==> config.mk <==
export PLATFORM = sky130hd
export DESIGN_NAME = shifter_flat
export DESIGN_NICKNAME = d
export VERILOG_FILES = /design/src/rtl/shifter_if.sv /design/src/rtl/shifter.sv /design/src/flat_wrapper.sv
export SDC_FILE = /design/constraint.sdc
export NUM_CORES = 1
export LEC_CHECK = 0
export ABC_AREA = 1
export ABC_CLOCK_PERIOD_IN_PS = 1050
export CAP_MARGIN = 20
export CELL_PAD_IN_SITES_DETAIL_PLACEMENT = 2
export CELL_PAD_IN_SITES_GLOBAL_PLACEMENT = 2
export CORE_UTILIZATION = 30
export CTS_BUF_LIST = sky130_fd_sc_hd__clkbuf_8
export CTS_CLUSTER_SIZE = 24
export DETAILED_ROUTE_END_ITERATION = 8
export DONT_BUFFER_PORTS = 1
export GPL_ROUTABILITY_DRIVEN = 0
export GPL_TIMING_DRIVEN = 0
export PLACE_DENSITY_LB_ADDON = 0.12
export SYNTH_ARGS = -nofsm -noshare
export SYNTH_HDL_FRONTEND = slang
export SYNTH_SLANG_ARGS = --single-unit
export TNS_END_PERCENT = 50
==> constraint.sdc <==
create_clock -name clock -period 1.05 [get_ports clock]
set_input_delay 0.1575 -clock clock [delete_from_list [all_inputs] [get_ports clock]]
set_output_delay 0.1575 -clock clock [all_outputs]
set_load 0.02 [all_outputs]
==> src/rtl/shifter_if.sv <==
// Operand/result bus for the execute-stage barrel shifter.
interface shifter_if;
  localparam int unsigned DATA_W = 32;
  localparam int unsigned AMT_W  = 5;
  localparam int unsigned OP_W   = 2;

  logic [DATA_W-1:0] in;
  logic [OP_W-1:0]   shiftop;
  logic [AMT_W-1:0]  shiftamt;
  logic              in_valid;
  logic [DATA_W-1:0] result;
  logic              out_valid;

  modport master (output in, shiftop, shiftamt, in_valid, input result, out_valid);
  modport slave  (input in, shiftop, shiftamt, in_valid, output result, out_valid);
endinterface

==> src/rtl/shifter.sv <==
// 32-bit barrel shifter (LSR/ASR/LSL, optional rotate right) with a single output register.
// Define SHIFTER_ROTATE_EN to make shiftop 2'b11 rotate right; otherwise 2'b11 passes the operand through.
module shifter (
  input  logic       clock,
  input  logic       reset,
  shifter_if.slave   bus
);
  localparam int unsigned DATA_W = 32;
  localparam int unsigned AMT_W  = 5;
  localparam logic [DATA_W-1:0] ONES = '1;

  logic [DATA_W-1:0] result_q, result_d;
  logic              out_valid_q, out_valid_d;
  logic [DATA_W-1:0] net_in, net_x, shifted;
  logic              fill, rot, rev, bypass;

  function automatic logic [DATA_W-1:0] bit_rev(input logic [DATA_W-1:0] v);
    logic [DATA_W-1:0] r;
    for (int i = 0; i < int'(DATA_W); i++) r[i] = v[DATA_W-1-i];
    return r;
  endfunction

  // Left shift reuses the right-shift network on a bit-reversed operand.
  always_comb begin
    fill   = 1'b0;
    rot    = 1'b0;
    rev    = 1'b0;
    bypass = 1'b0;
    case (bus.shiftop)
      2'b00: ;
      2'b01: fill = bus.in[DATA_W-1];
      2'b10: rev  = 1'b1;
      2'b11: begin
`ifdef SHIFTER_ROTATE_EN
        rot    = 1'b1;
`else
        bypass = 1'b1;
`endif
      end
      default: ;
    endcase
    net_in = rev ? bit_rev(bus.in) : bus.in;
  end

  // Five cascaded stages: 16, 8, 4, 2, 1, each enabled by its shiftamt bit.
  always_comb begin
    net_x = net_in;
    for (int s = int'(AMT_W) - 1; s >= 0; s--) begin
      if (bus.shiftamt[s]) begin
        net_x = (net_x >> (1 << s)) |
                (rot  ? (net_x << (DATA_W - (1 << s))) :
                 fill ? ~(ONES >> (1 << s)) : '0);
      end
    end
  end

  always_comb begin
    shifted     = bypass ? bus.in : (rev ? bit_rev(net_x) : net_x);
    result_d    = bus.in_valid ? shifted : result_q;
    out_valid_d = bus.in_valid;
  end

  always_ff @(posedge clock or posedge reset) begin
    if (reset) begin
      result_q    <= '0;
      out_valid_q <= 1'b0;
    end else begin
      result_q    <= result_d;
      out_valid_q <= out_valid_d;
    end
  end

  assign bus.result    = result_q;
  assign bus.out_valid = out_valid_q;
endmodule

==> src/flat_wrapper.sv <==
// flat-port wrapper written by rule: the top's interface ports become plain ports
module shifter_flat 
  (clock, reset, bus_in, bus_shiftop, bus_shiftamt, bus_in_valid, bus_result, bus_out_valid);
  shifter_if bus_i ();
  input  logic clock;
  input  logic reset;
  input wire logic [$bits(bus_i.in)-1:0] bus_in;
  input wire logic [$bits(bus_i.shiftop)-1:0] bus_shiftop;
  input wire logic [$bits(bus_i.shiftamt)-1:0] bus_shiftamt;
  input wire logic [$bits(bus_i.in_valid)-1:0] bus_in_valid;
  output wire logic [$bits(bus_i.result)-1:0] bus_result;
  output wire logic [$bits(bus_i.out_valid)-1:0] bus_out_valid;
  assign bus_i.in = bus_in;
  assign bus_i.shiftop = bus_shiftop;
  assign bus_i.shiftamt = bus_shiftamt;
  assign bus_i.in_valid = bus_in_valid;
  assign bus_result = bus_i.result;
  assign bus_out_valid = bus_i.out_valid;
  shifter u_core (.clock(clock), .reset(reset), .bus(bus_i));
endmodule
==> results.md, run 1 <==
- Setup slack after layout: -0.554 ns
- Synth Warn #: 0
- Failing checks: setup timing
- Post-Synth Simple-Gate Area: 62.8%
- Netlist cell types: 14
- Synth Area in XOR/XNOR: 0%
- Worst-Margin Slew: 0.872 ns
- Largest family of logic cells by synthesized area: simple AND/OR/NAND/NOR gates
- Critical R2R Launch: u_core.bus.result[9]$_DFFE_PP0P_
- Starting Density: between 30% and 40%
- CTS Root Cell: clkbuf_8
- Period minus WS final: between 1.5 and 2 ns
- # DRC: 0
- Fraction of layout cells with a size suffix above 1: about two fifths
- Worst endpoint required time: roughly 1.2 ns
- # IOs: 75
- Critical-path cell list: buf_16 > nand2_8 > clkbuf_16 > nand2_1 > nand3_2 > nand2_1 > nand2_1 > nand3_1 > nand3_2 > nand3_1 > nand3_1 > nand3_1 > nand2_1 > inv_1
- Post-layout net count: between 800 and 900
- Grt ovf: 0
- R2R cell count: 3
- First-pass GRT wire length: roughly 37000 µm
- Most common cell after layout, fill and taps aside: nand3_2
- FF-to-FF setup slack: ~0.03 ns
- Mapped Nets: about 860
- Final TNS setup: -13.62 ns
- N_diodes: 0
- Power per Cell Area: 917 mW/mm²
- Vias/cell: approximately 6.3
- CTS tree: yes
- Post-synthesis mux area share: 0%
- Fin util: between 40% and 50%
- Synth-to-layout area growth: 45.7%
- Hold path endpoint: u_core.bus.result[1]$_DFFE_PP0P_
- Die height: ~120 µm
- Port Buf Inserts: 0
- Fin area: between 0.006 and 0.007 mm²
- CTS clock-pin slew for the worst setup and hold paths: around 0.07 ns
- Crit path DAT: approximately 1.8 ns
- CTS max path bufs: 2
- CP Launch Type: primary input
- Post-Syn Area: ~0.0044 mm²
- Post-Synth Adder-Cell Area: 0%
- Fin. max-slew vios: 0
- Register area share after synthesis: ~19%
- Die width: around 120 µm
- Die area: roughly 0.015 mm²
- P_leak: approximately 0.0033 µW
- Top Family by Delay on Critical Path: simple AND/OR/NAND/NOR gates
- Dpl hpwl: just under 20000 µm
- WL final: between 20000 and 30000 µm
- Commonest non-fill, non-tap cells in the layout: nand3_2 (185), nand3_1 (174), nand2_1 (142)
- Buffers & Inverters on Critical Path: 3
- Synthesized instance count: 821
- Area of the core: 0.0145 mm²
- Pre-antenna DRT Iters: 5
- Setup WS pre-CTS: -0.881 ns
- Total Routing Usage GR: roughly a third
- Max-slew headroom: around two fifths
- Type of the worst setup path: primary input to flip-flop
- Vias in the first global route: roughly 6700
- CP max FO: 5
- Hold path cells: 6
- Initial antenna violation count: 0
- H-tree depth: 2
- Std cell rows: 44
- Placed inst area: 0.00484 mm²
- Worst flop-to-flop path endpoint: u_core.bus.result[9]$_DFFE_PP0P_
- Peak VDD IR: between 500 and 600 µV
- Critical path origin: bus_shiftop[1]
- Worst-Skew Late Latency: about 0.29 ns
- Mapped Avg Cell Area: 5.41 µm²
- Status: complete, but fails checks
- Iteration-0 DRC Markers: around 510
- Hold Crit Start: bus_in[1]
- Max incr delay on CP: 0.20 ns
- Routed len/inst: roughly 28 µm
- Multi-input logic area: around 0.0042 mm²
- Clk_skew: 0 ns
- CTS Sinks: 33
- Fill count: ~1700
- Final Cycle Share: 153%
- Synth Area in Compound Gates: under 10%
- Crit. End Element: flip-flop
- FMAX: ~0.62 GHz
- Max Cap Viol: 0
- Final setup viols: 32
- Seq cells post-synth: 33
- Final ANT Viol Nets: 0
- Largest net degree at the start of global routing: 24
- Critical-path top delay cell: nand3_1
- Reg area: ~830 µm²
- Worst Hold Class: primary input to flip-flop
- RSZ-0062 raised after global routing: yes
- Detailed-route via count: around 6500
- Final-report hold violation count: 0
- CTS buffer count: 5
[flip-flops by register name, indices dropped and copies added (netlist names)]
signal and count:
u_core.bus.result 32, u_core.bus.out_valid 1
[per-layer routing]
layer	up-vias	part of all wire, %	global-route usage [%]
met5	-	0	0
met4	0	7.0	17.5
met3	127	7.2	5.68
met2	354	48	56.1
met1	3254	38	39.9
li1	2767	-	-
[kinds of logic after synthesis]
kind of cell / Yosys count
AOI/OAI and AO/OA: 32
buffers and inverters: 167
DFF: 33
and+or+nand+nor: 589
[synthesized netlist by cell type]
library cell | count | area, µm²
nand3_1 | 376 | 1880
nand2_1 | 176 | 661
inv_1 | 102 | 383
dfrtp_1 | 33 | 826
or2_2 | 33 | 206
o21ai_0 | 32 | 160
clkbuf_1 | 21 | 78.8
buf_2 | 19 | 95.1
buf_1 | 18 | 67.6
buf_4 | 4 | 30.0
inv_2 | 3 | 11.3
nand2_2 | 2 | 12.5
nand4_2 | 1 | 12.5
nor3_4 | 1 | 16.3
[worst register-to-register path, cell delays in order, from the launching register on]
cell,delay (ns)
dfrtp_1,0.46
or2_2,0.31
nand2_1,0.10
inv_1,0.05
[repair_timing]
| action | CTS | global route |
|---|---|---|
| hold buffers | 2 | 0 |
| setup endpoints to repair | 32 | 32 |
| endpoints found under the hold margin | 11 | 0 |
| gates cloned | 3 | 5 |
| gates resized for setup | 208 | 110 |
| pin swaps | 26 | 26 |
| setup buffers | 2 | 0 |
[through the flow]
| step | total power [µW] | std cells | hold WS, ns |
|---|---|---|---|
| after global routing | 6210 | 1026 | 0.284 |
| final | 5930 | 1026 | 0.261 |
| after detailed placement | 3990 | 1006 | 0.103 |
| after CTS | 5490 | 1021 | 0.262 |
| after global placement | 3870 | 1005 | 0.189 |
| after floorplan | 3270 | 821 | 0.189 |
[area by class of cell]
class / count / area share, %
multi-input combinational: 622 / 65.1
sequential: 33 / 12.8
buffer: 62 / 7.52
inverter: 105 / 6.44
tap: 184 / 3.56
timing repair buffer: 12 / 3.04
clock buffer: 7 / 1.49
clock inverter: 1 / 0.0774
[report_power, final]
group | switching [µW] | leakage [µW] | internal (µW)
Combinational | 2090 | 0.00285 | 982
Clock | 502 | 0.0000542 | 593
Sequential | 326 | 0.000378 | 1440
Total | 2920 | 0.00328 | 3020
[worst max-delay path by stage]
stage,depth (start not counted),endpoint,slack (ns)
after floorplan,14,u_core.bus.result[5]$_DFFE_PP0P_,-0.30
after global placement,12,u_core.bus.result[27]$_DFFE_PP0P_,-0.78
after detailed placement,12,u_core.bus.result[27]$_DFFE_PP0P_,-0.88
after CTS,14,u_core.bus.result[11]$_DFFE_PP0P_,-0.35
after global routing,14,u_core.bus.result[9]$_DFFE_PP0P_,-0.62
final,14,u_core.bus.result[9]$_DFFE_PP0P_,-0.55
Note: power is estimated with default switching activity, not from simulation.
==> run 2: changes to the inputs <==
--- a/config.mk
+++ b/config.mk
@@ -18,6 +18,7 @@
 export GPL_ROUTABILITY_DRIVEN = 0
 export GPL_TIMING_DRIVEN = 0
 export PLACE_DENSITY_LB_ADDON = 0.12
+export REMOVE_ABC_BUFFERS = 1
 export SYNTH_ARGS = -nofsm -noshare
 export SYNTH_HDL_FRONTEND = slang
 export SYNTH_SLANG_ARGS = --single-unit
==> run 2 against run 1 <==
  * The run ends with hold timing, setup timing left
  * Total power shrank 8.8%
  * Register-to-register slack gained 0.04 ns
  * Combinational power shrank 14%
==> results.md, run 2 (synthesis results as in run 1) <==
- Die area: 0.0153 mm²
- Max Cap Viol: 0
- WL final: around 27000 µm
- H-tree depth: 2
- Std cell rows: 44
- Post-layout net count: ~840
- Hold path endpoint: u_core.bus.out_valid$_DFF_PP0_
- Fin Hold WS: -0.142 ns
- Pre-antenna DRT Iters: 5
- Port Buf Inserts: 0
- Logic pwr share: about half
- Type of the worst setup path: primary input to flip-flop
- CP Launch Type: primary input
- R2R cell count: 3
- Peak VDD IR: 447 µV
- Final ANT Viol Nets: 0
- Worst-Skew Late Latency: ~0.32 ns
- Initial antenna violation count: 1
- Final Cycle Share: 152%
- Crit path DAT: 1.87 ns
- Grt ovf: 0
- Fin util: roughly two fifths
- CTS buffer count: 5
- Die height: approximately 120 µm
- Setup slack after layout: -0.547 ns
- Seq pwr share: approximately 33%
- Fraction of layout cells with a size suffix above 1: 38.4%
- # DRC: 0
- RSZ-0062 raised after global routing: yes
- CTS tree: yes
- CP max FO: 51
- Critical R2R Launch: u_core.bus.result[6]$_DFFE_PP0P_
- Status: complete, but fails checks
- Period minus WS final: 1.60 ns
- Total Routing Usage GR: between 30% and 40%
- CTS Root Cell: clkbuf_8
- FF-to-FF setup slack: 0.07 ns
- Worst-Margin Slew: approximately 0.65 ns
- Final-report hold violation count: 1
- Max-slew headroom: between 50% and 60%
- CTS clock-pin slew for the worst setup and hold paths: 0.08 ns
- Power per Cell Area: roughly 890 mW/mm²
- Layout Cells excl Fill: just under 1000
- Dpl hpwl: 14200 µm
- Die width: ~120 µm
- Clock share of power: 19.0%
- N_diodes: 0
- Routed len/inst: between 20 and 30 µm
- Detailed-route via count: between 6000 and 7000
- CTS Sinks: 33
- Placed cell count: approximately 940
- Final setup viols: 32
- Crit. End Element: flip-flop
- Switching power: 2670 µW
- Fin area: 0.00608 mm²
- Clk_skew: 0 ns
- Iteration-0 DRC Markers: 450
- Placed inst area: around 0.0044 mm²
- Synth-to-layout area growth: 36.8%
- Fill count: around 1700
- Area of the core: between 0.01 and 0.015 mm²
- Sw Ratio: between 40% and 50%
- Most common cell after layout, fill and taps aside: nand3_1
- Largest net degree at the start of global routing: 66
- Failing checks: hold timing, setup timing
- Pint: about 2700 µW
- Worst Hold Class: primary input to flip-flop
- Hold Crit Start: bus_in_valid
- CTS max path bufs: 2
- Vias/cell: between 6 and 7
- P_leak: 0.00300 µW
- First-pass GRT wire length: 36000 µm
- Worst endpoint required time: 1.32 ns
- Worst flop-to-flop path endpoint: u_core.bus.result[6]$_DFFE_PP0P_
- Vias in the first global route: about 6300
- Fin. max-slew vios: 0
- FMAX: about 0.63 GHz
- Hold path cells: 0
- Hold-fix buffers at CTS: 1
- Commonest non-fill, non-tap cells in the layout: nand3_1 (204), nand3_2 (158), nand2_1 (128)
- Starting Density: 30.7%
- Max reg flops: 32
- # IOs: 75
==> run 2: cell count changes in the layout (fill, tap and decap cells not counted), moves of 11 or more <==
cell     delta
nand3_2    -27
nand2_2    +11
buf_6      -12
buf_1      -11
nand3_1    +30
nand2_1    -14
o21ai_1    -14
o21ai_0    +14
==> run 2: final cells by class <==
type | instances | area [µm²] | area share (%)
Sequential cell | 33 | 826 | 13.6
Inverter | 105 | 463 | 7.62
Clock inverter | 3 | 13.8 | 0.226
Multi-Input combinational cell | 628 | 4210 | 69.3
Tap cell | 184 | 230 | 3.79
Timing Repair inverter | 9 | 72.6 | 1.19
Timing Repair Buffer | 19 | 193 | 3.17
Clock buffer | 5 | 68.8 | 1.13
==> run 2: worst max-delay path by stage <==
stage | start | to | slack [ns]
3_3_place_gp | bus_shiftop[0] | u_core.bus.result[30]$_DFFE_PP0P_ | -2.17
3_5_place_dp | bus_shiftop[0] | u_core.bus.result[30]$_DFFE_PP0P_ | -2.30
6_report | bus_shiftop[1] | u_core.bus.result[25]$_DFFE_PP0P_ | -0.55
5_1_grt | bus_shiftop[1] | u_core.bus.result[25]$_DFFE_PP0P_ | -0.52
4_1_cts | bus_shiftamt[4] | u_core.bus.result[5]$_DFFE_PP0P_ | -0.16
2_1_floorplan | bus_shiftop[0] | u_core.bus.result[30]$_DFFE_PP0P_ | -1.20
==> run 2: metal layers <==
metal,global-route usage (%),up-vias,routed length (µm)
met1,38.0,3127,10500
li1,-,2699,-
met2,53.3,293,13000
met3,5.68,145,1730
met5,0,-,12
met4,17.1,2,2040
==> run 2: power by group through the flow <==
stage / registers, µW / clock network, µW / logic (µW)
2_1_floorplan: 1750 / 0 / 1300
3_3_place_gp: 1780 / 0 / 1720
3_5_place_dp: 1780 / 0 / 1790
4_1_cts: 1760 / 1090 / 2140
5_1_grt: 1790 / 1100 / 2800
6_report: 1760 / 1030 / 2630
==> run 2: per-stage QoR <==
| stage | setup WS [ns] | hold WS [ns] | power [µW] | setup TNS, ns |
|---|---|---|---|---|
| 6_report | -0.547 | -0.142 | 5410 | -10.24 |
| 5_1_grt | -0.522 | -0.151 | 5690 | -11.38 |
| 4_1_cts | -0.163 | -0.147 | 4990 | -4.42 |
| 3_5_place_dp | -2.30 | 0.193 | 3570 | -65.29 |
| 3_3_place_gp | -2.17 | 0.192 | 3500 | -73.21 |
| 2_1_floorplan | -1.20 | 0.189 | 3050 | -32.31 |
==> run 2: worst max-delay path: stages <==
cell	delay (ns)
inv_16	0.13
nand4_4	0.17
buf_4	0.21
nand2_1	0.08
nand2_1	0.12
nand3_1	0.16
nand3_1	0.16
nand3_1	0.18
nand3_1	0.18
nand3_1	0.16
nand2_1	0.06
inv_1	0.05
==> run 2: timing repair <==
| action | in CTS | in global routing |
|---|---|---|
| hold endpoints to repair | 34 | 1 |
| setup buffers | 15 | 3 |
| resized for setup | 130 | 152 |
| gates cloned | 16 | 0 |
| setup endpoints to repair | 32 | 65 |
| pin swaps | 9 | 31 |
